[src/rtl/mem_stage_pkg.sv]
// Shared definitions for the MEM pipeline stage.
//
// Contents:
//   REG_W / DATA_W   register-index and datapath widths
//   SZ_*             access-size encodings carried down from EXE/MEM
//   mem_state_e      MEM-stage FSM states
//   is_misaligned()  alignment rule shared by the stage and its lane logic
package mem_stage_pkg;

  localparam int REG_W  = 4;
  localparam int DATA_W = 32;

  // The reserved size code 2'b11 is handled as a word everywhere.
  localparam logic [1:0] SZ_BYTE = 2'b00;
  localparam logic [1:0] SZ_HALF = 2'b01;
  localparam logic [1:0] SZ_WORD = 2'b10;

  typedef enum logic [1:0] {
    ST_IDLE    = 2'd0,
    ST_ACCESS  = 2'd1,
    ST_WAIT_WB = 2'd2
  } mem_state_e;

  // A halfword must sit on an even address and a word on a multiple of
  // four. Bytes can never be misaligned.
  function automatic logic is_misaligned(input logic [1:0] size,
                                         input logic [1:0] addr_lo);
    logic mis;
    case (size)
      SZ_BYTE: mis = 1'b0;
      SZ_HALF: mis = addr_lo[0];
      default: mis = (addr_lo != 2'b00);
    endcase
    return mis;
  endfunction

endpackage

[src/rtl/mem_lane_align.sv]
// Byte-lane steering for the data-memory port (purely combinational).
//
// Ports:
//   addr_lo        in   2   low address bits selecting the byte within a word
//   size           in   2   access size (SZ_BYTE / SZ_HALF / word)
//   signed_ext     in   1   sign-extend byte/halfword load data
//   little_endian  in   1   1: byte 0 at [7:0], 0: byte 0 at [31:24]
//   store_data     in  32   raw store operand
//   load_raw       in  32   raw word returned by memory
//   be             out  4   byte enables for the addressed lanes
//   wdata          out 32   store data replicated across all lanes
//   load_data      out 32   addressed lane, zero- or sign-extended
module mem_lane_align
  import mem_stage_pkg::*;
(
  input  logic [1:0]        addr_lo,
  input  logic [1:0]        size,
  input  logic              signed_ext,
  input  logic              little_endian,
  input  logic [DATA_W-1:0] store_data,
  input  logic [DATA_W-1:0] load_raw,
  output logic [3:0]        be,
  output logic [DATA_W-1:0] wdata,
  output logic [DATA_W-1:0] load_data
);

  logic [1:0]  byte_lane;
  logic        half_hi;
  logic [7:0]  byte_val;
  logic [15:0] half_val;

  // Big-endian mode mirrors the lane index (3 - lane, i.e. the bitwise
  // complement of the two address bits). For halfwords this flips which
  // half of the bus holds the addressed pair. Replicating store data over
  // every lane lets the byte enables alone pick the destination.
  always_comb begin
    byte_lane = little_endian ? addr_lo : ~addr_lo;
    half_hi   = little_endian ? addr_lo[1] : ~addr_lo[1];
    byte_val  = load_raw[{byte_lane, 3'b000} +: 8];
    half_val  = half_hi ? load_raw[31:16] : load_raw[15:0];

    be        = 4'b1111;
    wdata     = store_data;
    load_data = load_raw;

    case (size)
      SZ_BYTE: begin
        be        = 4'b0001 << byte_lane;
        wdata     = {4{store_data[7:0]}};
        load_data = {{24{signed_ext & byte_val[7]}}, byte_val};
      end
      SZ_HALF: begin
        be        = half_hi ? 4'b1100 : 4'b0011;
        wdata     = {2{store_data[15:0]}};
        load_data = {{16{signed_ext & half_val[15]}}, half_val};
      end
      default: begin
        be        = 4'b1111;
        wdata     = store_data;
        load_data = load_raw;
      end
    endcase
  end

endmodule

[src/rtl/mem_stage.sv]
// MEM stage of the 5-stage pipeline. Runs one req/ack data-memory
// transaction per load/store, stalls upstream until it completes, and
// registers the result into the MEM/WB outputs.
//
// Parameters:
//   TIMEOUT        cycles to wait for mem_ack before aborting (>= 2)
//   LITTLE_ENDIAN  byte-lane order of the memory bus
//
// Ports:
//   clk, reset_n                  clock (rising edge), async active-low reset
//   addr_in, store_data_in        effective address / store operand (EXE/MEM)
//   rd_in, size_in                destination register, access size
//   load_in, store_in, signed_in  operation flags (store wins if both set)
//   rf_en_in                      register-file write enable
//   mem_req, mem_we, mem_addr,
//   mem_wdata, mem_be             data-memory request (held during ACCESS)
//   mem_rdata, mem_ack            data-memory response
//   stall                         freeze IF/ID/EXE and EXE/MEM
//   wb_data, wb_rd, wb_rf_en      MEM/WB register
//   mem_fault                     one-cycle pulse on misalignment or timeout
module mem_stage
  import mem_stage_pkg::*;
#(
  parameter int TIMEOUT       = 16,
  parameter bit LITTLE_ENDIAN = 1'b1
) (
  input  logic              clk,
  input  logic              reset_n,
  input  logic [DATA_W-1:0] addr_in,
  input  logic [DATA_W-1:0] store_data_in,
  input  logic [REG_W-1:0]  rd_in,
  input  logic [1:0]        size_in,
  input  logic              load_in,
  input  logic              store_in,
  input  logic              signed_in,
  input  logic              rf_en_in,
  output logic              mem_req,
  output logic              mem_we,
  output logic [DATA_W-1:0] mem_addr,
  output logic [DATA_W-1:0] mem_wdata,
  output logic [3:0]        mem_be,
  input  logic [DATA_W-1:0] mem_rdata,
  input  logic              mem_ack,
  output logic              stall,
  output logic [DATA_W-1:0] wb_data,
  output logic [REG_W-1:0]  wb_rd,
  output logic              wb_rf_en,
  output logic              mem_fault
);

  localparam int CNT_W = $clog2(TIMEOUT + 1);
  localparam logic [CNT_W-1:0] LAST_CNT = CNT_W'(TIMEOUT - 1);

  localparam logic [1:0] IDLE    = ST_IDLE;
  localparam logic [1:0] ACCESS  = ST_ACCESS;
  localparam logic [1:0] WAIT_WB = ST_WAIT_WB;

  logic [1:0]        state;
  logic [CNT_W-1:0]  count;
  logic              op_done;

  // Request fields captured when the FSM leaves IDLE.
  logic [DATA_W-1:0] lat_addr;
  logic [REG_W-1:0]  lat_rd;
  logic [1:0]        lat_size;
  logic              lat_load;
  logic              lat_signed;
  logic              lat_rf_en;
  logic              lat_fault;
  logic [DATA_W-1:0] load_result;

  logic              is_mem_op;
  logic              misaligned;
  logic              start_access;
  logic [1:0]        align_addr;
  logic [1:0]        align_size;
  logic              align_signed;
  logic [3:0]        align_be;
  logic [DATA_W-1:0] align_wdata;
  logic [DATA_W-1:0] align_load;

  // op_done marks the first IDLE cycle after a completed transaction. The
  // upstream register still shows the finished instruction then (stall was
  // high on the previous edge), so it must not be started a second time;
  // stall is low in that cycle and upstream advances on its edge.
  always_comb begin
    is_mem_op    = load_in | store_in;
    misaligned   = is_misaligned(size_in, addr_in[1:0]);
    start_access = (state == IDLE) && !op_done && is_mem_op && !misaligned;
    stall        = reset_n && ((state != IDLE) || start_access);
  end

  // In IDLE the lane logic sees the live inputs so the request can be
  // registered on entry; afterwards it sees the latched fields so load data
  // can be extracted when mem_ack arrives.
  always_comb begin
    if (state == IDLE) begin
      align_addr   = addr_in[1:0];
      align_size   = size_in;
      align_signed = signed_in;
    end else begin
      align_addr   = lat_addr[1:0];
      align_size   = lat_size;
      align_signed = lat_signed;
    end
  end

  mem_lane_align u_lane_align (
    .addr_lo       (align_addr),
    .size          (align_size),
    .signed_ext    (align_signed),
    .little_endian (LITTLE_ENDIAN),
    .store_data    (store_data_in),
    .load_raw      (mem_rdata),
    .be            (align_be),
    .wdata         (align_wdata),
    .load_data     (align_load)
  );

  // Main FSM. IDLE handles pass-through and misaligned ops in a single
  // cycle; aligned loads/stores go through ACCESS (request held until ack or
  // timeout) and WAIT_WB (MEM/WB update). mem_fault defaults low so it can
  // only ever be a single-cycle pulse.
  always_ff @(posedge clk or negedge reset_n) begin
    if (!reset_n) begin
      state       <= IDLE;
      count       <= '0;
      op_done     <= 1'b0;
      mem_req     <= 1'b0;
      mem_we      <= 1'b0;
      mem_addr    <= '0;
      mem_wdata   <= '0;
      mem_be      <= '0;
      lat_addr    <= '0;
      lat_rd      <= '0;
      lat_size    <= SZ_BYTE;
      lat_load    <= 1'b0;
      lat_signed  <= 1'b0;
      lat_rf_en   <= 1'b0;
      lat_fault   <= 1'b0;
      load_result <= '0;
      wb_data     <= '0;
      wb_rd       <= '0;
      wb_rf_en    <= 1'b0;
      mem_fault   <= 1'b0;
    end else begin
      mem_fault <= 1'b0;
      case (state)
        IDLE: begin
          op_done <= 1'b0;
          if (!op_done) begin
            if (start_access) begin
              lat_addr   <= addr_in;
              lat_rd     <= rd_in;
              lat_size   <= size_in;
              lat_load   <= load_in & ~store_in;
              lat_signed <= signed_in;
              lat_rf_en  <= rf_en_in;
              lat_fault  <= 1'b0;
              count      <= '0;
              mem_req    <= 1'b1;
              mem_we     <= store_in;
              mem_addr   <= {addr_in[DATA_W-1:2], 2'b00};
              mem_be     <= align_be;
              mem_wdata  <= align_wdata;
              state      <= ACCESS;
            end else if (is_mem_op) begin
              mem_fault <= 1'b1;
              wb_data   <= addr_in;
              wb_rd     <= rd_in;
              wb_rf_en  <= 1'b0;
            end else begin
              wb_data  <= addr_in;
              wb_rd    <= rd_in;
              wb_rf_en <= rf_en_in;
            end
          end
        end

        ACCESS: begin
          count <= count + 1'b1;
          if (mem_ack) begin
            mem_req <= 1'b0;
            mem_we  <= 1'b0;
            mem_be  <= '0;
            if (lat_load) begin
              load_result <= align_load;
            end
            state <= WAIT_WB;
          end else if (count == LAST_CNT) begin
            mem_req   <= 1'b0;
            mem_we    <= 1'b0;
            mem_be    <= '0;
            mem_fault <= 1'b1;
            lat_fault <= 1'b1;
            state     <= WAIT_WB;
          end
        end

        WAIT_WB: begin
          wb_data  <= (lat_load && !lat_fault) ? load_result : lat_addr;
          wb_rd    <= lat_rd;
          wb_rf_en <= lat_load && !lat_fault && lat_rf_en;
          count    <= '0;
          op_done  <= 1'b1;
          state    <= IDLE;
        end

        default: begin
          state <= IDLE;
        end
      endcase
    end
  end

endmodule

[config.mk]
export PLATFORM = sky130hd
export DESIGN_NAME = mem_stage
export DESIGN_NICKNAME = d
export VERILOG_FILES = /design/src/rtl/mem_stage_pkg.sv /design/src/rtl/mem_lane_align.sv /design/src/rtl/mem_stage.sv
export SDC_FILE = /design/constraint.sdc
export NUM_CORES = 1
export LEC_CHECK = 0
export CAP_MARGIN = 10
export CORE_MARGIN = 2
export CORE_UTILIZATION = 49
export CTS_CLUSTER_DIAMETER = 40
export CTS_CLUSTER_SIZE = 24
export DETAILED_ROUTE_END_ITERATION = 16
export HOLD_SLACK_MARGIN = 0.03
export PLACE_DENSITY = 0.81
export SLEW_MARGIN = 20
export SYNTH_ARGS = -nofsm -noshare
export SYNTH_HDL_FRONTEND = slang
export SYNTH_HIERARCHICAL = 1
export SYNTH_SLANG_ARGS = --single-unit
[constraint.sdc]
create_clock -name clk -period 3.25 [get_ports clk]
set_input_delay 0.325 -clock clk [delete_from_list [all_inputs] [get_ports clk]]
set_output_delay 0.325 -clock clk [all_outputs]
set_load 0.005 [all_outputs]
# --- Word-level counts from Yosys, hierarchy flattened ---
# Cells that the tools add are included.
op_classes:
  addsub: 1
  n_eq_ne: 11
  shifts: 2
  mux: 53
  n_bitwise: 6
  reduce_logical: 25
op_table:
  columns: ["op", "count"]
  rows:
  - ["32-bit one-hot mux with 2 select lines", 3]
  - ["32-bit two-way mux", 3]
  - ["32-bit by 6-bit variable part select with 8-bit output", 1]
  - ["4-bit two-way mux", 7]
  - ["4-bit one-hot mux with 2 select lines", 3]
  - ["1-bit two-way mux", 19]
  - ["16-bit two-way mux", 1]
  - ["5-bit one-hot mux with 3 select lines", 1]
  - ["3-bit AND reduction", 5]
  - ["1-bit one-hot mux with 2 select lines", 7]
  - ["2-bit two-way mux", 6]
  - ["5-bit two-way mux", 2]
  - ["2-bit != test (second input constant)", 5]
  - ["2-bit nonzero test", 4]
  - ["2-bit by 1-bit == test with 1-bit output (second input constant)", 3]
  - ["1-bit logical AND", 6]
  - ["2-bit logical NOT", 3]
  - ["5-bit by 1-bit adder with 5-bit output (second input constant)", 1]
  - ["5-bit by 4-bit == test with 1-bit output (second input constant)", 1]
  - ["5-bit AND reduction", 1]
  - ["2-bit one-hot mux with 2 select lines", 1]
  - ["4-bit AND reduction", 1]
  - ["1-bit by 2-bit left shift with 4-bit output (first input constant)", 1]
  - ["1-bit bitwise AND", 3]
  - ["7 further kinds", 10]
totals:
  reg_bits: 188
  input_bits: 109
  out_inout_bits: 109
  word_cells: 118

# --- Longest topological paths before layout ---
# Gate-level depths: netlist (run 1).
depth:
  ltp_word: 7
  depth_mapped: 8
  mapped_depth_nobuf: 7

# --- Modules after synthesis ---
# Netlist (run 1), hierarchy kept.
modules_own_cells:
  columns: ["module", "instances", "cells_per_inst", "area_each_um2"]
  rows:
  - ["mem_stage", 1, 552, 7193.1]
  - ["mem_lane_align", 1, 147, 1087.3]

# --- Worst setup path before layout (run 1) ---
# No wires, ideal clock.
synth_path:
  path_type: "flip-flop to flip-flop"
  from: "register state[1]"
  to: "register load_result[1]"
  setup_time_ns: 0.125
  t_arrival_ns: 2.359
  setup_slack_ns: 0.767
  stages_incl_launch_ff: 8
  n_path_buf: 1
  period_less_slack_ns: 2.483
  path_cell_list: "dfrtp_1 -> nor2_2 -> mux2_2 -> nor2_1 -> buf_1 -> a21oi_2 -> a221o_1 -> mux2_2"
synth_between:
  elab_chain_cells: 4
  word_cells_on_any_way: 10
  classes_between: "eq/ne: 2; shift: 1; mux: 4; reduce/logical: 3"
synth_rtl:
  columns: ["element", "line", "text"]
  rows:
  - ["start, declared", "mem_stage.sv:58", "logic [1:0] state;"]
  - ["start signal, assigned", "mem_stage.sv:126", "state <= IDLE;"]
  - ["start signal, assigned", "mem_stage.sv:166", "state <= ACCESS;"]
  - ["start signal, assigned", "mem_stage.sv:189", "state <= WAIT_WB;"]
  - ["2-bit logical NOT *", "mem_stage.sv:97", "if (state == IDLE) begin"]
  - ["2-bit two-way mux *", "mem_stage.sv:97", null]
  - ["net align_size[0]", "mem_stage.sv:76", "logic [1:0] align_size;"]
  - ["2-bit by 1-bit == test with 1-bit output / 2-bit logical NOT (equally long branches)", "mem_lane_align.sv:46", "case (size)"]
  - ["32-bit one-hot mux with 2 select lines *", "mem_lane_align.sv:46", null]
  - ["net align_load[1]", "mem_stage.sv:80", "logic [DATA_W-1:0] align_load;"]
  - ["end signal, assigned", "mem_stage.sv:187", "load_result <= align_load;"]
  - ["end, declared", "mem_stage.sv:70", "logic [DATA_W-1:0] load_result;"]
# The timed path passes the listed nets; every way through them passes the cells marked *.
# A chain may end at the register's enable or synchronous reset.

# --- Worst setup path in the final report (run 1) ---
layout_path:
  from: "register state[1]"
  to: "register load_result[11]"
layout_between:
  elab_chain_cells: 5
  word_cells_on_any_way: 12
  classes_between: "eq/ne: 2; shift: 1; mux: 5; bitwise: 1; reduce/logical: 3"
layout_rtl:
  columns: ["element", "line", "text"]
  rows:
  - ["2-bit logical NOT *", "mem_stage.sv:97", null]
  - ["2-bit two-way mux *", "mem_stage.sv:97", null]
  - ["net align_addr[1]", "mem_stage.sv:75", "logic [1:0] align_addr;"]
  - ["32-bit by 6-bit variable part select with 8-bit output", "mem_lane_align.sv:39", "byte_val = load_raw[{byte_lane, 3'b000} +: 8];"]
  - ["1-bit bitwise AND", "mem_lane_align.sv:50", "load_data = {{24{signed_ext & byte_val[7]}}, byte_val};"]
  - ["32-bit one-hot mux with 2 select lines *", "mem_lane_align.sv:46", null]
  - ["net align_load[11]", "mem_stage.sv:80", null]
# Marked as above.

==> results_dict.tcl, run 1 <==
set metrics [dict create \
    status "complete, no violations" \
    layout-drive-gt1-share 0.2265 \
    p_per_area_mw_per_mm2 983.6 \
    area_delta_synth_final_pct 32.31 \
    seq_area_frac_synth 0.4775 \
    globalplace.congestion 0.8807 \
    syn_area_per_cell_sq_um 11.85 \
    grtUsageTotal 0.2306 \
    crit_path_top_delay_cell "mux2_2" \
    post-route-period-util 0.8819 \
    cts_made_buffers 17 \
    drt-vias-per-instance 5.516 \
    fin_setup_tns_ns 0 \
    yosysWarnings 6 \
    synthCells 699 \
    synth-simple-area-share 0.05379 \
    port-buffer-count 215 \
    ant_nets 0 \
    hold_buffers 0 \
    post_cts_resize_count 0 \
    nets 975 \
    drt_iter0_drc 315 \
    synth_compound_area_frac 0.1535 \
    slew_violations 0 \
    wirelength_um 20380 \
    overflow 0 \
    crit_type "reg -> reg" \
    netlist_area_sq_mm 0.008280 \
    n_fill_cell 1243 \
    rows 47 \
    leakage_nw 5.020 \
    io_pins 218 \
    grt_max_degree 159 \
    ys_ff_latch 158 \
    synthAdderAreaFrac 0.003022 \
    grt_antenna_before_repair 1 \
    yosysUniqueCellTypes 51 \
    dr.pass1.iters 5 \
    start_util 0.5011 \
    slew_headroom 0.3906 \
    die_y_um 134.0 \
    total_power_mw 10.78 \
    route.detailed.drc 0 \
    hold_class "in -> async" \
    cpPeakStageDelay_ns 0.46 \
    mostFrequentLayoutCell "clkdlybuf4s50_1" \
    skew_ns 0.01200 \
    cts.sinks 158 \
    ir_drop_v 0.0005057 \
    worst-endpoint-required_ns 3.55 \
    preCtsSetupSlack_ns 0.4159 \
    arrival_ns 3.16 \
    stdcell_count 1095 \
    wl_per_cell_um 18.61 \
    yosys-mux-area-fraction 0.2319 \
    period_minus_slack_ns 2.866 \
    cts_buffer_depth 2 \
    vias 6040 \
    cp_cell_sequence "nor2_2 > mux2_2 > xnor2_2 > mux2i_2 > o22ai_2 > a221o_1 > mux2_2" \
    hold_viol 0 \
    synth_top_family_by_area "multiplexers" \
    cap_violations 0 \
    synth_edf_count 0 \
    die-area_sq_mm 0.01795 \
    grt_pass1_vias 6008 \
    fmax_mhz 348.9 \
    grt_pass1_wl_um 32640 \
    crit_buf_inv 0 \
    critPathLaunchType "flip-flop" \
    dp_hpwl_um 14000 \
    htree_levels 4 \
    cp-end-kind "flip-flop" \
    core_area_sq_mm 0.01652 \
    ff2ff_setup_slack_ns 0.38 \
    synthXorXnorAreaFrac 0.007102 \
    tightest_slew_ns 0.9141 \
    final_cell_mix "clkdlybuf4s50_1, dfrtp_1, mux2_2" \
    root_buffer "clkbuf_16" \
    cp_common_cell "mux2_2" \
    crit_fanout 12 \
    place_inst 1065 \
    rsz0062_at_grt "false" \
    cts_tree "done" \
    post-cts-setup-buffers 0 \
    fin_ws_ns 0.3839 \
    clk_pin_slew_ns 0.06 \
    die_w_um 134.0 \
    worstSkewPairLatency_ns 0.42 \
    setup_viol 0 \
    crit_family "multiplexers" \
    synth_flop_cell "dfrtp_1" \
    async_flop_share 1.000 \
]
area by class of cell:
| class | count | area (sq um) | area share |
|---|---|---|---|
| sequential | 158 | 3954 | 0.3609 |
| multi-input combinational | 446 | 3769 | 0.3440 |
| timing repair buffer | 229 | 2308 | 0.2107 |
| clock buffer | 22 | 464.2 | 0.04237 |
| tap | 220 | 275.3 | 0.02513 |
| clock inverter | 7 | 137.6 | 0.01256 |
| inverter | 12 | 45.04 | 0.004111 |
| antenna | 1 | 2.502 | 0.0002284 |
layer usage:
metal	part of all wire	GRT usage
met5	0	0
met4	0.026	0.08688
met3	0.068	0.05745
met2	0.47	0.3547
met1	0.44	0.3167
power breakdown:
part	leakage, nW	total, mW	internal (mW)	switching [mW]
logic	2.80	5.18	2.99	2.19
clock network	0.292	2.07	1.31	0.755
registers	1.93	3.53	2.93	0.600
kinds of logic after synthesis:
kind of cell	after synthesis
buffers and inverters	99
flip-flops	158
XOR/XNOR	5
multiplexers	172
AND/OR/NAND/NOR	101
other	2
adder cells (fa/ha/maj)	2
AO/OA/AOI/OAI	160
stage by stage:
step	utilization	hold WS (ns)	cell area [sq um]
after floorplan	-	0.02941	8295
after global placement	0.6264	0.4589	10350
after detailed placement	0.6264	0.4658	10350
after CTS	0.6628	0.1317	10950
after global routing	0.6628	0.1518	10950
final	0.6630	0.01498	10960
registers in the layout, summed over array words and instances (netlist names):
name / flops
load_result: 32
mem_wdata: 32
wb_data: 32
lat_addr: 31
count: 5
lat_rd: 4
mem_be: 4
wb_rd: 4
lat_size: 2
state: 2
lat_fault: 1
lat_load: 1
lat_rf_en: 1
lat_signed: 1
mem_addr: 1
mem_fault: 1
mem_req: 1
mem_we: 1
op_done: 1
wb_rf_en: 1
worst paths after layout:
check,start,end,cells after the start
worst max-delay path,state[1],load_result[11],7
worst min-delay path,reset_n,mem_fault,2
worst max register to register,state[1],load_result[11],7
worst min register to register,wb_data[0],wb_data[0],1
max in group asynchronous,reset_n,lat_signed,2
min in group clk,wb_data[0],wb_data[0],1
synthesized netlist by cell type (all sizes together), types with 3 or more instances:
master    n  area, sq um
a211oi   32        330.3
a21o     50        375.4
a21oi    10        53.80
a221o    15        150.1
a22o      8        70.07
a31oi     3        18.77
buf      68        481.7
clkbuf   19        71.32
dfrtp   158         3954
inv      12        45.04
mux2    126         1453
mux2i    46        468.0
nand2    32        120.1
nand2b    3        18.77
nand3    14        70.07
nor2     41        158.9
nor2b     5        31.28
o21ai    26        130.1
xor2      3        33.79
Note: power is estimated with default switching activity, not from simulation.
==> run 2: changes to the inputs <==
--- a/config.mk
+++ b/config.mk
@@ -10,5 +10,5 @@
 export CORE_UTILIZATION = 49
 export CTS_CLUSTER_DIAMETER = 40
-export CTS_CLUSTER_SIZE = 24
+export CTS_CLUSTER_SIZE = 25
 export DETAILED_ROUTE_END_ITERATION = 16
 export HOLD_SLACK_MARGIN = 0.03
==> constraint.sdc (replaced) <==
create_clock -name clk -period 3.25 [get_ports clk]
set_input_delay 0.8125 -clock clk [delete_from_list [all_inputs] [get_ports clk]]
set_output_delay 0.8125 -clock clk [all_outputs]
set_load 0.005 [all_outputs]
==> results_dict.tcl, run 2 (synthesis gave the netlist of run 1 again) <==
set metrics [dict create \
    pwr-share-seq 0.327 \
    grt_pass1_vias 6201 \
    grt_antenna_before_repair 1 \
    die-area_sq_mm 0.01795 \
    cpPeakStageDelay_ns 0.52 \
    nets 994 \
    area_delta_synth_final_pct 33.64 \
    cp-end-kind "output port" \
    crit_type "in -> out" \
    hold_buffers 0 \
    grt_pass1_wl_um 32860 \
    rsz0062_at_grt "false" \
    post-route-period-util 0.9797 \
    globalplace.congestion 0.8551 \
    htree_levels 4 \
    p_per_area_mw_per_mm2 975.5 \
    critPathLaunchType "primary input" \
    tightest_slew_ns 0.8476 \
    use_met2 0.3732 \
    cts_tree "done" \
    die_y_um 134.0 \
    cap_violations 0 \
    ir_drop_v 0.0004748 \
    cts_made_buffers 17 \
    status "complete, no violations" \
    arrival_ns 2.37 \
    slew_violations 0 \
    drt_iter0_drc 324 \
    final_cell_mix "clkdlybuf4s50_1, dfrtp_1, mux2_2" \
    route.detailed.drc 0 \
    fmax_mhz 314.1 \
    vias 6081 \
    cts.sinks 158 \
    start_util 0.5011 \
    layout-drive-gt1-share 0.2469 \
    skew_ns 0.008839 \
    crit_fanout 3 \
    comb_power_share 0.492 \
    die_w_um 134.0 \
    reg.largest.list "load_result (32), mem_wdata (32), wb_data (32)" \
    use_met1 0.3016 \
    crit_buf_inv 3 \
    slew_headroom 0.4349 \
    cts_buffer_depth 2 \
    grt_max_degree 159 \
    leakage_nw 5.093 \
    wirelength_um 20560 \
    root_buffer "clkbuf_16" \
    drt-vias-per-instance 5.449 \
    whs_ns 0.4730 \
    n_fill_cell 1252 \
    port-buffer-count 215 \
    dr.pass1.iters 4 \
    ff2ff_setup_slack_ns 0.53 \
    cp_cell_sequence "clkdlybuf4s50_1 > buf_4 > nand2_2 > nand4_4 > a21boi_0 > clkdlybuf4s50_1" \
    io_pins 218 \
    mostFrequentLayoutCell "clkdlybuf4s50_1" \
    period_minus_slack_ns 3.184 \
    hold_class "reg -> reg" \
    overflow 0 \
    wl_per_cell_um 18.43 \
    use_met3 0.06727 \
    p_int_mw 7.196 \
    p_sw_mw 3.598 \
    crit_path_top_delay_cell "clkdlybuf4s50_1" \
    swShare 0.3334 \
    hold_viol 0 \
    post-cts-setup-buffers 0 \
    crit_family "buffers and inverters" \
    cp_common_cell "clkdlybuf4s50_1" \
    worstSkewPairLatency_ns 0.41 \
    p_clk_frac 0.181 \
    worst-endpoint-required_ns 2.44 \
    grtUsageTotal 0.2317 \
    busiest_layer "met2" \
    fin_setup_tns_ns 0 \
    setup_viol 0 \
    dp_hpwl_um 14530 \
    core_area_sq_mm 0.01652 \
    clk_pin_slew_ns 0.06 \
    ant_nets 0 \
    rows 47 \
]
-- run 2: changes by cell type in the layout (fill, tap and decap cells not counted), sizes merged --
cell      previous run  this run
clkinv               2         4
clkinvlp             1         2
inv                 12        13
bufinv               4         2
buf                 15        34
-- run 2: cell type report --
type / instances / area [sq um] / share of cell area
flip-flops and latches: 158 / 3954 / 0.3573
multi-input cells: 446 / 3775 / 0.3411
repair buffers: 248 / 2439 / 0.2204
clock buffers: 22 / 464.2 / 0.04195
well taps: 220 / 275.3 / 0.02488
clock inverters: 9 / 111.4 / 0.01006
inverters: 12 / 45.04 / 0.004071
diodes: 1 / 2.502 / 0.0002261
-- run 2: path summary, 6_finish.rpt --
path                       cells past startpoint         from               to
setup / recovery                               6   size_in[1]            stall
hold / removal                                 1  wb_data[12]      wb_data[12]
setup reg to reg                               8     state[1]  load_result[19]
hold reg to reg                                1  wb_data[12]      wb_data[12]
max in group asynchronous                      2      reset_n  load_result[25]
min in group asynchronous                      2      reset_n         count[1]
-- run 2: worst reg2reg max path: cells and delay by family, from the launching register on --
kind | cells | cell delay, ns
AOI/OAI and AO/OA | 2 | 0.80
buffers and inverters | 1 | 0.22
DFF | 1 | 0.39
muxes | 2 | 0.51
and+or+nand+nor | 3 | 0.74
-- run 2: per-layer routing --
layer | part of all wire | routed length (um) | vias to the layer above
met5 | 0 | 0 | -
met2 | 0.47 | 9726 | 189
met1 | 0.43 | 8902 | 3009
li1 | - | - | 2851
met3 | 0.073 | 1491 | 32
met4 | 0.022 | 444 | 0
-- run 2: stage by stage --
stage,area (sq um),total power [mW],worst slack [ns],util,std cells
floorplan,8295,6.732,0.6202,-,703
global placement,10480,8.736,-0.02170,0.6343,1084
detailed placement,10480,8.874,-0.06185,0.6343,1084
CTS,11060,10.88,0.02693,0.6691,1115
global route,11060,11.46,0.0009783,0.6695,1115
finish,11070,10.79,0.06608,0.6696,1116
-- run 2: power by group through the flow --
stage | sequential, mW | clock (mW) | combinational [mW]
finish | 3.53 | 1.96 | 5.31
global placement | 3.52 | 0 | 5.21
detailed placement | 3.55 | 0 | 5.32
floorplan | 3.44 | 0 | 3.29
CTS | 3.53 | 1.99 | 5.35
global route | 3.65 | 2.07 | 5.74
-- run 2: timing repair --
| item | CTS | global route |
|---|---|---|
| resized for setup | 1 | 2 |
| pin swaps | 0 | 0 |
| endpoints found under the setup margin | 1 | 1 |
| gates cloned | 0 | 0 |
